<file path="config.mk">
export PLATFORM = sky130hd
export DESIGN_NAME = router_local_port
export DESIGN_NICKNAME = d
export VERILOG_FILES = /design/src/rtl/router_pkg.sv /design/src/rtl/vc_buf.sv /design/src/rtl/router_local_port.sv
export SDC_FILE = /design/constraint.sdc
export NUM_CORES = 1
export LEC_CHECK = 0
export CORE_MARGIN = 2
export CORE_UTILIZATION = 30
export CTS_BUF_LIST = sky130_fd_sc_hd__clkbuf_4
export DETAILED_ROUTE_END_ITERATION = 6
export SYNTH_ARGS = -nofsm -noshare
export SYNTH_HDL_FRONTEND = slang
export SYNTH_HIERARCHICAL = 1
export SYNTH_SLANG_ARGS = --single-unit
</file>
<file path="constraint.sdc">
create_clock -name clk -period 2.4 [get_ports clk]
set_input_delay 0.72 -clock clk [delete_from_list [all_inputs] [get_ports clk]]
set_output_delay 0.72 -clock clk [all_outputs]
set_load 0.02 [all_outputs]
</file>
<file path="src/rtl/router_pkg.sv">
`default_nettype none
// ============================================================================
//  Module      : router_pkg
//  Description : Shared definitions for the router local port: flit and
//                counter widths, virtual-channel count, the one-entry buffer
//                state type, the flit layout and a saturating increment.
//  Revision    : 1.0 - initial release
// ============================================================================
package router_pkg;

    localparam int FLIT_W = 64;   // flit width in bits
    localparam int VC_BIT = 63;   // flit bit carrying the virtual channel id
    localparam int NUM_VC = 2;    // virtual channels per direction
    localparam int CNT_W  = 16;   // width of the flit counters

    // State of a one-entry virtual-channel buffer.
    typedef enum logic {
        EMPTY = 1'b0,
        FULL  = 1'b1
    } buf_state_t;

    // Flit layout. The port stores and forwards all bits untouched; the
    // split only documents where the VC id lives.
    typedef struct packed {
        logic              vc;
        logic [VC_BIT-1:0] payload;
    } flit_t;

    // Increment that sticks at all-ones instead of wrapping.
    function automatic logic [CNT_W-1:0] sat_inc(
        input logic [CNT_W-1:0] value,
        input logic             en
    );
        if (en && (value != {CNT_W{1'b1}})) begin
            return value + CNT_W'(1);
        end
        return value;
    endfunction

endpackage : router_pkg
`default_nettype wire

</file>
<file path="src/rtl/vc_buf.sv">
`default_nettype none
// ============================================================================
//  Module      : vc_buf
//  Description : One-entry virtual-channel flit buffer with EMPTY/FULL state.
//                A write is taken only while EMPTY, a read only while FULL, so
//                a held flit can never be overwritten or duplicated.
//  Revision    : 1.0 - initial release
//
//  Ports
//    clk      in   1       clock, rising edge
//    reset    in   1       asynchronous reset, active low
//    wr_en    in   1       capture wr_data and go FULL (ignored when FULL)
//    wr_data  in   FLIT_W  flit to store
//    rd_en    in   1       release the stored flit and go EMPTY
//    full     out  1       buffer holds a flit
//    data     out  FLIT_W  stored flit (last value retained after a read)
// ============================================================================
module vc_buf
    import router_pkg::*;
(
    input  logic              clk,
    input  logic              reset,
    input  logic              wr_en,
    input  logic [FLIT_W-1:0] wr_data,
    input  logic              rd_en,
    output logic              full,
    output logic [FLIT_W-1:0] data
);

    buf_state_t r_state;
    flit_t      r_data;

    always_ff @(posedge clk or negedge reset) begin
        if (!reset) begin
            r_state <= EMPTY;
            r_data  <= '0;
        end else begin
            case (r_state)
                EMPTY: begin
                    if (wr_en) begin
                        r_state <= FULL;
                        r_data  <= wr_data;
                    end
                end
                FULL: begin
                    if (rd_en) begin
                        r_state <= EMPTY;
                    end
                end
            endcase
        end
    end

    assign full = (r_state == FULL);
    assign data = r_data;

endmodule : vc_buf
`default_nettype wire

</file>
<file path="src/rtl/router_local_port.sv">
`default_nettype none
// ============================================================================
//  Module      : router_local_port
//  Description : Local (NIC-facing) port of a two-VC router. A free-running
//                polarity bit time-multiplexes the virtual channels: on a
//                given cycle the NIC side writes ingress buffer IB[polarity]
//                and reads egress buffer EB[polarity], while the crossbar side
//                reads IB[~polarity] and writes EB[~polarity]. Each buffer is
//                therefore only ever written on one parity and drained on the
//                other, so no buffer sees a write and a read in one cycle.
//                Flits are forwarded unmodified; bit 63 is not checked.
//  Revision    : 1.0 - initial release
//
//  Ports
//    clk       in   1   clock, rising edge
//    reset     in   1   asynchronous reset, active low
//    polarity  out  1   cycle parity, 0 in the first cycle after reset
//    nic_so    in   1   NIC send strobe
//    nic_do    in   64  flit from NIC
//    nic_ro    out  1   IB[polarity] empty: port can take a NIC flit
//    nic_si    out  1   port sends EB[polarity] to the NIC
//    nic_di    out  64  flit to NIC (zero when nic_si is low)
//    nic_ri    in   1   NIC ready to accept
//    xbar_req  out  1   IB[~polarity] holds a flit for the crossbar
//    xbar_do   out  64  flit to crossbar (zero when xbar_req is low)
//    xbar_gnt  in   1   crossbar takes the offered flit
//    xbar_vld  in   1   crossbar offers an egress flit
//    xbar_di   in   64  flit from crossbar
//    xbar_rdy  out  1   EB[~polarity] empty: port can take a crossbar flit
//    rx_cnt    out  16  saturating count of flits accepted from the NIC
//    tx_cnt    out  16  saturating count of flits delivered to the NIC
// ============================================================================
module router_local_port
    import router_pkg::*;
(
    input  logic              clk,
    input  logic              reset,
    output logic              polarity,
    input  logic              nic_so,
    input  logic [FLIT_W-1:0] nic_do,
    output logic              nic_ro,
    output logic              nic_si,
    output logic [FLIT_W-1:0] nic_di,
    input  logic              nic_ri,
    output logic              xbar_req,
    output logic [FLIT_W-1:0] xbar_do,
    input  logic              xbar_gnt,
    input  logic              xbar_vld,
    input  logic [FLIT_W-1:0] xbar_di,
    output logic              xbar_rdy,
    output logic [CNT_W-1:0]  rx_cnt,
    output logic [CNT_W-1:0]  tx_cnt
);

    logic              r_polarity;
    logic [CNT_W-1:0]  r_rx_cnt;
    logic [CNT_W-1:0]  r_tx_cnt;

    // One-hot select of the VC owned by the NIC side this cycle; the
    // crossbar side always owns the other one.
    logic [NUM_VC-1:0] w_pol_oh;

    logic              w_nic_take;   // NIC flit captured at this edge
    logic              w_xbar_take;  // crossbar takes the ingress flit
    logic              w_xbar_in;    // egress flit captured at this edge

    logic [NUM_VC-1:0] w_ib_wr;
    logic [NUM_VC-1:0] w_ib_rd;
    logic [NUM_VC-1:0] w_ib_full;
    logic [FLIT_W-1:0] w_ib_data [NUM_VC];

    logic [NUM_VC-1:0] w_eb_wr;
    logic [NUM_VC-1:0] w_eb_rd;
    logic [NUM_VC-1:0] w_eb_full;
    logic [FLIT_W-1:0] w_eb_data [NUM_VC];

    // ------------------------------------------------------------------
    // Cycle parity and flit counters
    // ------------------------------------------------------------------
    always_ff @(posedge clk or negedge reset) begin
        if (!reset) begin
            r_polarity <= 1'b0;
            r_rx_cnt   <= '0;
            r_tx_cnt   <= '0;
        end else begin
            r_polarity <= ~r_polarity;
            r_rx_cnt   <= sat_inc(r_rx_cnt, w_nic_take);
            r_tx_cnt   <= sat_inc(r_tx_cnt, nic_si);
        end
    end

    assign polarity = r_polarity;
    assign rx_cnt   = r_rx_cnt;
    assign tx_cnt   = r_tx_cnt;

    // ------------------------------------------------------------------
    // Handshake outputs. Ready signals depend only on registered buffer
    // state, never on the matching strobe.
    // ------------------------------------------------------------------
    assign nic_ro   = ~w_ib_full[r_polarity];
    assign xbar_req =  w_ib_full[~r_polarity];
    assign xbar_do  =  xbar_req ? w_ib_data[~r_polarity] : '0;

    assign xbar_rdy = ~w_eb_full[~r_polarity];
    assign nic_si   =  w_eb_full[r_polarity] & nic_ri;
    assign nic_di   =  nic_si ? w_eb_data[r_polarity] : '0;

    assign w_nic_take  = nic_so   & nic_ro;
    assign w_xbar_take = xbar_req & xbar_gnt;
    assign w_xbar_in   = xbar_vld & xbar_rdy;

    // ------------------------------------------------------------------
    // Buffer write/read enables steered by polarity
    // ------------------------------------------------------------------
    always_comb begin
        w_pol_oh = r_polarity ? 2'b10 : 2'b01;
        w_ib_wr  = w_nic_take  ?  w_pol_oh : '0;
        w_ib_rd  = w_xbar_take ? ~w_pol_oh : '0;
        w_eb_wr  = w_xbar_in   ? ~w_pol_oh : '0;
        w_eb_rd  = nic_si      ?  w_pol_oh : '0;
    end

    // ------------------------------------------------------------------
    // Ingress and egress buffers, one of each per virtual channel
    // ------------------------------------------------------------------
    for (genvar g = 0; g < NUM_VC; g++) begin : g_vc
        vc_buf u_ib (
            .clk     (clk),
            .reset   (reset),
            .wr_en   (w_ib_wr[g]),
            .wr_data (nic_do),
            .rd_en   (w_ib_rd[g]),
            .full    (w_ib_full[g]),
            .data    (w_ib_data[g])
        );

        vc_buf u_eb (
            .clk     (clk),
            .reset   (reset),
            .wr_en   (w_eb_wr[g]),
            .wr_data (xbar_di),
            .rd_en   (w_eb_rd[g]),
            .full    (w_eb_full[g]),
            .data    (w_eb_data[g])
        );
    end : g_vc

endmodule : router_local_port
`default_nettype wire

</file>
=== Word level (Yosys, flattened, before mapping) ===
Cells that the tools add are included.

* Reduce and logical (&&, ||, !) cells: 6
* Equality and inequality tests: 2
* Magnitude comparators: 4
* Add/subtract/negate cells: 2
* Bitwise gates (word level): 14
* Mux-type cells: 37

{| class="wikitable"
|+ Operators with widths
! kind !! number
|-
| $mux W64 || 8
|-
| $add A16 B1 Y16 const B || 2
|-
| $mux W16 || 2
|-
| $ne A16 B16 Y1 const B || 2
|-
| $mux W1 || 18
|-
| $mux W2 || 5
|-
| $pmux W1 S2 || 4
|-
| $reduce_and A2 Y1 || 4
|-
| $not A1 Y1 || 7
|-
| $and A1 B1 Y1 || 4
|-
| $ge A2 B2 Y1 const B || 2
|-
| $lt A1 B2 Y1 const B || 2
|-
| $not A1 Y2 || 2
|-
| $logic_and A1 B1 Y1 || 2
|-
| $not A2 Y2 || 1
|}

* Output and inout port bits: 165
* Logic and storage cells: 80
* Input bits: 134
* Register bits after elaboration: 293

=== Logic depth before layout (Yosys ltp) ===
* Depth after elaboration: 8
* Gate-level depth with buffers: 8
* Mapped depth without buffers: 5

=== Hierarchy ===
The synthesis kept the hierarchy.

{| class="wikitable"
|+ Modules (own cells, without submodules)
! module !! cells each !! seq. area each (um^2) !! times used !! area each (um^2)
|-
| vc_buf || 139 || 1,626.6 || 4 || 2,730.1
|-
| router_local_port || 383 || 825.8 || 1 || 3,395.8
|}

=== Least setup slack after synthesis ===
No wires, ideal clock.

* Kind: register to output
* Start point: reg r_polarity (netlist: polarity)
* End point: out nic_di[10]
* Path buffers: 2
* Arrival time: 1.739 ns
* Cell stages (with the launch flop): 7
* Path slack: -0.059 ns
* Cells stage by stage: dfrtp_1 -> mux2i_2 -> nand2b_1 -> nor2_1 -> buf_2 -> buf_2 -> a22o_1

* Longest elaborated chain between the ends: 5
* Elaborated cells on any way between the ends: 8

{| class="wikitable"
|+ RTL lines
! element !! RTL line !! RTL
|-
| from (decl) || router_local_port.sv:55 || <nowiki>logic r_polarity;</nowiki>
|-
| from (signal assigned) || router_local_port.sv:86 || <nowiki>r_polarity <= ~r_polarity;</nowiki>
|-
| $not A1 Y2 (not written as such) || router_local_port.sv:106 || <nowiki>assign nic_di = nic_si ? w_eb_data[r_polarity] : '0;</nowiki>
|-
| $mux W64 (not written as such) (3 in a row) || router_local_port.sv:106 ||
|-
| $mux W64 (*) || router_local_port.sv:106 ||
|-
| to (decl) || router_local_port.sv:43 || <nowiki>output logic [FLIT_W-1:0] nic_di,</nowiki>
|}

Every way passes the cells marked *; elsewhere a longest branch is shown, timed or not. The select of a mux whose other input is x is not followed.

=== Final worst setup path ===
* Start point: reg r_polarity (netlist: polarity)
* End point: out nic_di[49]

The elaborated chain is that of the path after synthesis.

==> results.toml <==
[outcome]
outcome = "finished, violations left"
failed_checks = "negative setup slack"

[clock_network]
cts_num_sinks = 293
cts-root-buf = "sky130_fd_sc_hd__clkbuf_4"
tritoncts = "built"
cts.reportedPaths.clkPinSlew_ns = 0.06
clock_insertion_delay_worst_skew_ns = 0.82
tritoncts.num_buffers = 85
clk_path_buf_depth = 3
cts_h_tree_lvls = 3

[synth]
most_frequently_used_flop_master_after_synthesis = "sky130_fd_sc_hd__dfrtp_1"
yosys.area.top_type = "sky130_fd_sc_hd__dfrtp_1"
ys_ff_latch = 293
ys_top_cells_by_area = "sky130_fd_sc_hd__dfrtp_1 (51%), sky130_fd_sc_hd__mux2_4 (25%), sky130_fd_sc_hd__mux2i_1 (4.7%), sky130_fd_sc_hd__a22o_1 (3.9%), sky130_fd_sc_hd__buf_12 (3.9%)"
synth_top_cell_area_share_pct = 51.2
ys_warn_count = 6
post-synth-top-count-cell = "sky130_fd_sc_hd__dfrtp_1"
postSynthNetCount = 1075
yosys-top-cells-count = "sky130_fd_sc_hd__dfrtp_1 (293), sky130_fd_sc_hd__mux2_4 (240), sky130_fd_sc_hd__nor2_1 (76), sky130_fd_sc_hd__mux2i_1 (67), sky130_fd_sc_hd__a22o_1 (64)"
synth_sequential_area_ratio_pct = 51.2
synthesis.instances = 939
synth.avg_cell_area_um2 = 15.2
yosys.cell_types.count = 44
synth.cell_area_um2 = 14300
synthArstFlopShare_pct = 100
synth_enable_flop_cells = 0

[setup_path]
worst_ep_required_time_ns = 1.68
critical_path_peak_fanout = 5
worst_path_largest_cell_delay_ns = 0.50
worstSetupStartpointType = "register"
critPathArrivalTime_ns = 2.52
worst_setup_path_end_kind = "output port"
cp_cell_sequence = "mux2i_4, nand2b_4, nor2_4, buf_12, buf_12, buf_8, buf_6, a22o_1, buf_6"
critical-path-slowest-cell = "sky130_fd_sc_hd__dfrtp_4"
critPathKind = "reg -> out"

[placed_design]
place.gp.congestion = 0.772
dpl_wire_length_mm = 24.7
placed_cell_area_um2 = 18300
post-place-cells = 1866
placement.setup.worst_slack_ns = -0.935
place.port_buffers = 298

[detailed_routing]
postRouteWirelength_mm = 40.6
drt.antenna.violating_nets = 0
detail_route.drc_violations = 0
wire_per_inst_um = 19.4
drt_iter0_markers = 606
vias_per_cell = 4.63
num_vias = 9692
dr.pass1.iters = 4

[power_and_ir_drop]
power_density_nw_per_um2 = 1210
power.ir.vdd_worst_uv = 781
power_leakage_nw = 9.69

[flow_run]
drv_cap = 0

[final_layout]
final_layout_size_suffix_gt1_share_pct = 54.7
fillerInstances = 4280
layout.nets = 1547
finalInstanceArea_um2 = 21200
area_delta_synth_final_pct = 48.0
finalNonFillerCells = 2094

[timing]
worst_slew_margin_rel_pct = 70.1
fin_skew_ns = 0.0761
timing.final.setup_violations = 132
period_minus_slack_ns = 3.24
finalWorstSetupSlack_ns = -0.836
hold_viol = 0
final_worst_path_period_share_pct = 135
achievable-frequency_ghz = 0.309
final_max_slew_viol_count = 0
holdWs_ns = 0.432
grt_setup_unrepaired = "true"
actual_transition_at_the_worst_max_transition_pin_ns = 0.445

[floorplan]
start_util_pct = 30.2
die_w_um = 222
num_io_pins = 299
die_h_um = 222
core_um2 = 47400
die_area_um2 = 49500
std_cell_rows = 80

[worst_hold_path]
worstHoldPathType = "in -> async"

[global_route]
grt_use_total_pct = 15.3
via_count_of_the_first_global_routing_pass = 10209
globalRoute.totalOverflow = 0
grt_max_degree = 66
grt_antenna_before_repair = 5
grt_first_pass_wirelength_mm = 59.5
[per-layer routing]
layer	vias to the layer above	track usage [%]	wire, um
li1	4414	-	-
met5	-	0	13
met1	4852	20.2	17800
met2	350	22.9	18700
met4	2	5.43	896
met3	74	5.66	3160
[power by group]
group	internal, mW	leakage, nW	total, mW	switching (mW)
Combinational	7.10	5.57	11.9	4.75
Clock	2.47	0.630	4.74	2.27
Sequential	7.31	3.49	9.10	1.79
Total	16.9	9.69	25.7	8.80
[critical path: cells and delay by family (launching register included)]
family / cells / cell delay, ns
muxes: 1 / 0.20
buffers and inverters: 5 / 0.59
and+or+nand+nor: 2 / 0.32
DFF: 1 / 0.50
AOI/OAI and AO/OA: 1 / 0.15
[layout by cell type (no fill, tap or decap), types with 12 or more instances in the layout]
cell type and count:
sky130_fd_sc_hd__mux2_4 240, sky130_fd_sc_hd__nor2_4 44, sky130_fd_sc_hd__clkbuf_4 124, sky130_fd_sc_hd__buf_8 12, sky130_fd_sc_hd__mux2_2 16, sky130_fd_sc_hd__clkdlybuf4s50_1 132, sky130_fd_sc_hd__buf_4 76, sky130_fd_sc_hd__clkdlybuf4s15_2 15
sky130_fd_sc_hd__a22o_1 62, sky130_fd_sc_hd__xor2_1 14, sky130_fd_sc_hd__buf_6 133, sky130_fd_sc_hd__mux2i_1 35, sky130_fd_sc_hd__mux2i_4 17, sky130_fd_sc_hd__nor2_1 22, sky130_fd_sc_hd__clkinv_1 16, sky130_fd_sc_hd__buf_12 43
sky130_fd_sc_hd__mux2i_2 17, sky130_fd_sc_hd__dfrtp_1 284
[what timing repair did]
item,4_1_cts,5_1_grt
buffers inserted,15,48
endpoints found under the setup margin,165,142
gates resized for setup,474,558
endpoints found under the hold margin,41,0
gates cloned,3,13
pin swaps,15,64
hold buffers,1,0
[sequential cells by signal, indices dropped and copies added, names as in the netlist]
| register | flops |
|---|---|
| g_vc.u_eb/data | 128 |
| g_vc.u_ib/data | 128 |
| rx_cnt | 16 |
| tx_cnt | 16 |
| g_vc.u_eb/full | 2 |
| g_vc.u_ib/full | 2 |
| polarity | 1 |
[worst paths after layout]
kind                                        from                    end  slack [ns]  cells after the start
max                                     polarity             nic_di[49]       -0.84                      9
min                                        reset   g_vc[0].u_eb/data[8]        0.43                      2
max reg2reg                             polarity  g_vc[0].u_ib/data[33]        0.14                      7
min reg2reg                g_vc[1].u_ib/data[21]  g_vc[1].u_ib/data[21]        0.51                      1
max in group asynchronous                  reset              tx_cnt[8]        1.11                      4
min in group clk           g_vc[1].u_ib/data[21]  g_vc[1].u_ib/data[21]        0.51                      1
[area by class of cell]
type | instances | area [um^2] | share of cell area (%)
Clock buffer | 124 | 931 | 4.39
Sequential cell | 293 | 7350 | 34.7
Multi-Input combinational cell | 582 | 6930 | 32.7
Timing Repair Buffer | 444 | 5040 | 23.8
Inverter | 5 | 18.8 | 0.0886
Antenna cell | 6 | 15.0 | 0.0709
Clock inverter | 25 | 135 | 0.638
Tap cell | 615 | 769 | 3.63
[cell families (layout without fill, tap and decap cells)]
kind of cell             count (synthesis)  count (layout)  synth area share (%)
multiplexers                           329             329                  31.7
flip-flops                             293             293                  51.2
AND/OR/NAND/NOR                        141             141                  5.41
AO/OA/AOI/OAI                           89              89                  5.22
buffers and inverters                   64             598                  5.02
XOR/XNOR                                21              21                  1.28
adder cells (fa/ha/maj)                  2               2                 0.175
other                                    0               6                     0
[metrics by stage]
step / TNS (ns) / util (%) / total power [mW]
3_3_place_gp: -106.77 / 38.6 / 18.8
6_report: -87.10 / 44.7 / 25.7
5_1_grt: -111.58 / 44.6 / 27.1
3_5_place_dp: -110.19 / 38.6 / 18.9
4_1_cts: -127.08 / 41.3 / 23.8
2_1_floorplan: 0 / - / 15.0
Power figures use the tool's default switching activity.
==> patch (config.mk and constraints unchanged) <==
Reset style: synchronous (`reset`), changed in 2 clocked blocks. Comments in the files are not updated.
--- a/src/rtl/vc_buf.sv
+++ b/src/rtl/vc_buf.sv
@@ -31,5 +31,5 @@
     flit_t      r_data;
 
-    always_ff @(posedge clk or negedge reset) begin
+    always_ff @(posedge clk) begin
         if (!reset) begin
             r_state <= EMPTY;
--- a/src/rtl/router_local_port.sv
+++ b/src/rtl/router_local_port.sv
@@ -78,5 +78,5 @@
     // Cycle parity and flit counters
     // ------------------------------------------------------------------
-    always_ff @(posedge clk or negedge reset) begin
+    always_ff @(posedge clk) begin
         if (!reset) begin
             r_polarity <= 1'b0;
Behaviour: differs if reset is asserted again (counterexample within 4 cycles, from zero or initial values and one cycle with reset low); with reset held inactive, the same outputs for 4 cycles.
==> patch against the original RTL <==
- the run still ends with negative setup slack left
- count of clock-buffer cells in the layout rose by 5
- design area fell by 9.4%
- worst setup slack improved by 230 ps
- register-to-register slack improved by 20 ps
- die area fell by 1.2%
- core utilization fell by 3.4 points
- sequential cell count did not move
- wire length rose by 4.1%
- area after synthesis fell by 1.2%
- cell count rose by 24%
Power is not compared: it rests on default switching activity, and its combinational part moved more than twofold at a synthesized area within 25%.
==> patch: results (changes against the original RTL) <==
status finished with violations; failing checks negative setup slack; Mapped Avg Cell Area 9.06 um^2 (-41%); Global Route Usage Sum 0.159 (+0.00595); Top FF cell, synth dfxtp_1; Syn Nets 1697 (+58%); Worst-Margin Slew 689 ps (+244 ps); Routed met3 length 2690 um (-15%); ys async rst share 0 (-1.00); final wirelength 42300 um (+4.1%); drt initial violations 534 (-12%); Worst Setup SP polarity$_SDFF_PN0_; Critical Path AT 2290 ps (-230 ps); DP Worst Slack -924 ps (+11.6 ps); final hold slack 377 ps (-54.4 ps); crit path max-delay cell type dfxtp_4; largest cells by area after synthesis dfxtp_1, mux2i_1, nand2_1, a22o_1, buf_12; Final #Nets 2064 (+33%); setup TNS -68420 ps (+18680 ps); met2 Usage GRT 0.272 (+0.0429); clock skew 72.9 ps (-3.19 ps); synth unique cells 49 (+11%); post-CTS setup buffers 6 (-9); via/cell ratio 4.72 (+1.9%); number of fill cells in the layout 4623 (+8.0%); r2r endpoint rx_cnt[9]$_SDFFE_PN0P_; Placed Cells incl. Taps 2421 (+30%); Largest stage delay, worst path 360 ps (-140 ps); worst skew pair latency 850 ps (+30 ps); gpl congestion 0.813 (+5.3%); post-CTS sizing 181 (-62%); sequential share of the synthesized area 0.415 (-0.0974); Area after DPL 17800 um^2 (-2.6%); met2 WL 20600 um (+10%); largest net degree at the start of global routing 97 (+47%); Worst Slack Setup Final -607 ps (+228 ps); WL met1 18000 um (+0.71%); drt first pass iters 5 (+1); count of final setup violators 133 (+0.76%); Synth top cells by count nand2_1, mux2i_1, dfxtp_1
## patch: changes by cell type in the layout (fill, tap and decap cells not counted), sizes merged, moves of 11 or more
cell | unedited run | this run
buf | 270 | 180
mux2 | 260 | 1
dfrtp | 293 | 0
xor2 | 14 | 0
a21oi | 10 | 21
dfxtp | 0 | 293
nand2 | 7 | 540
dlymetal6s2s | 0 | 59
clkbuf | 135 | 159
clkdlybuf4s15 | 24 | 0
mux2i | 69 | 333
## patch: kinds of logic after synthesis
kind of cell / after synthesis / share of synthesized area
AND/OR/NAND/NOR: 688 / 0.208
flip-flops: 293 / 0.415
multiplexers: 334 / 0.238
AO/OA/AOI/OAI: 115 / 0.0637
buffers and inverters: 129 / 0.0739
adder cells (fa/ha/maj): 2 / 0.00177
## patch: final cells by class
class | instances | area share
antenna | 5 | 0.000652
sequential | 293 | 0.306
tap | 607 | 0.0396
multi-input combinational | 1139 | 0.381
clock buffer | 129 | 0.0505
clock inverter | 20 | 0.00522
inverter | 8 | 0.00156
timing repair buffer | 401 | 0.216
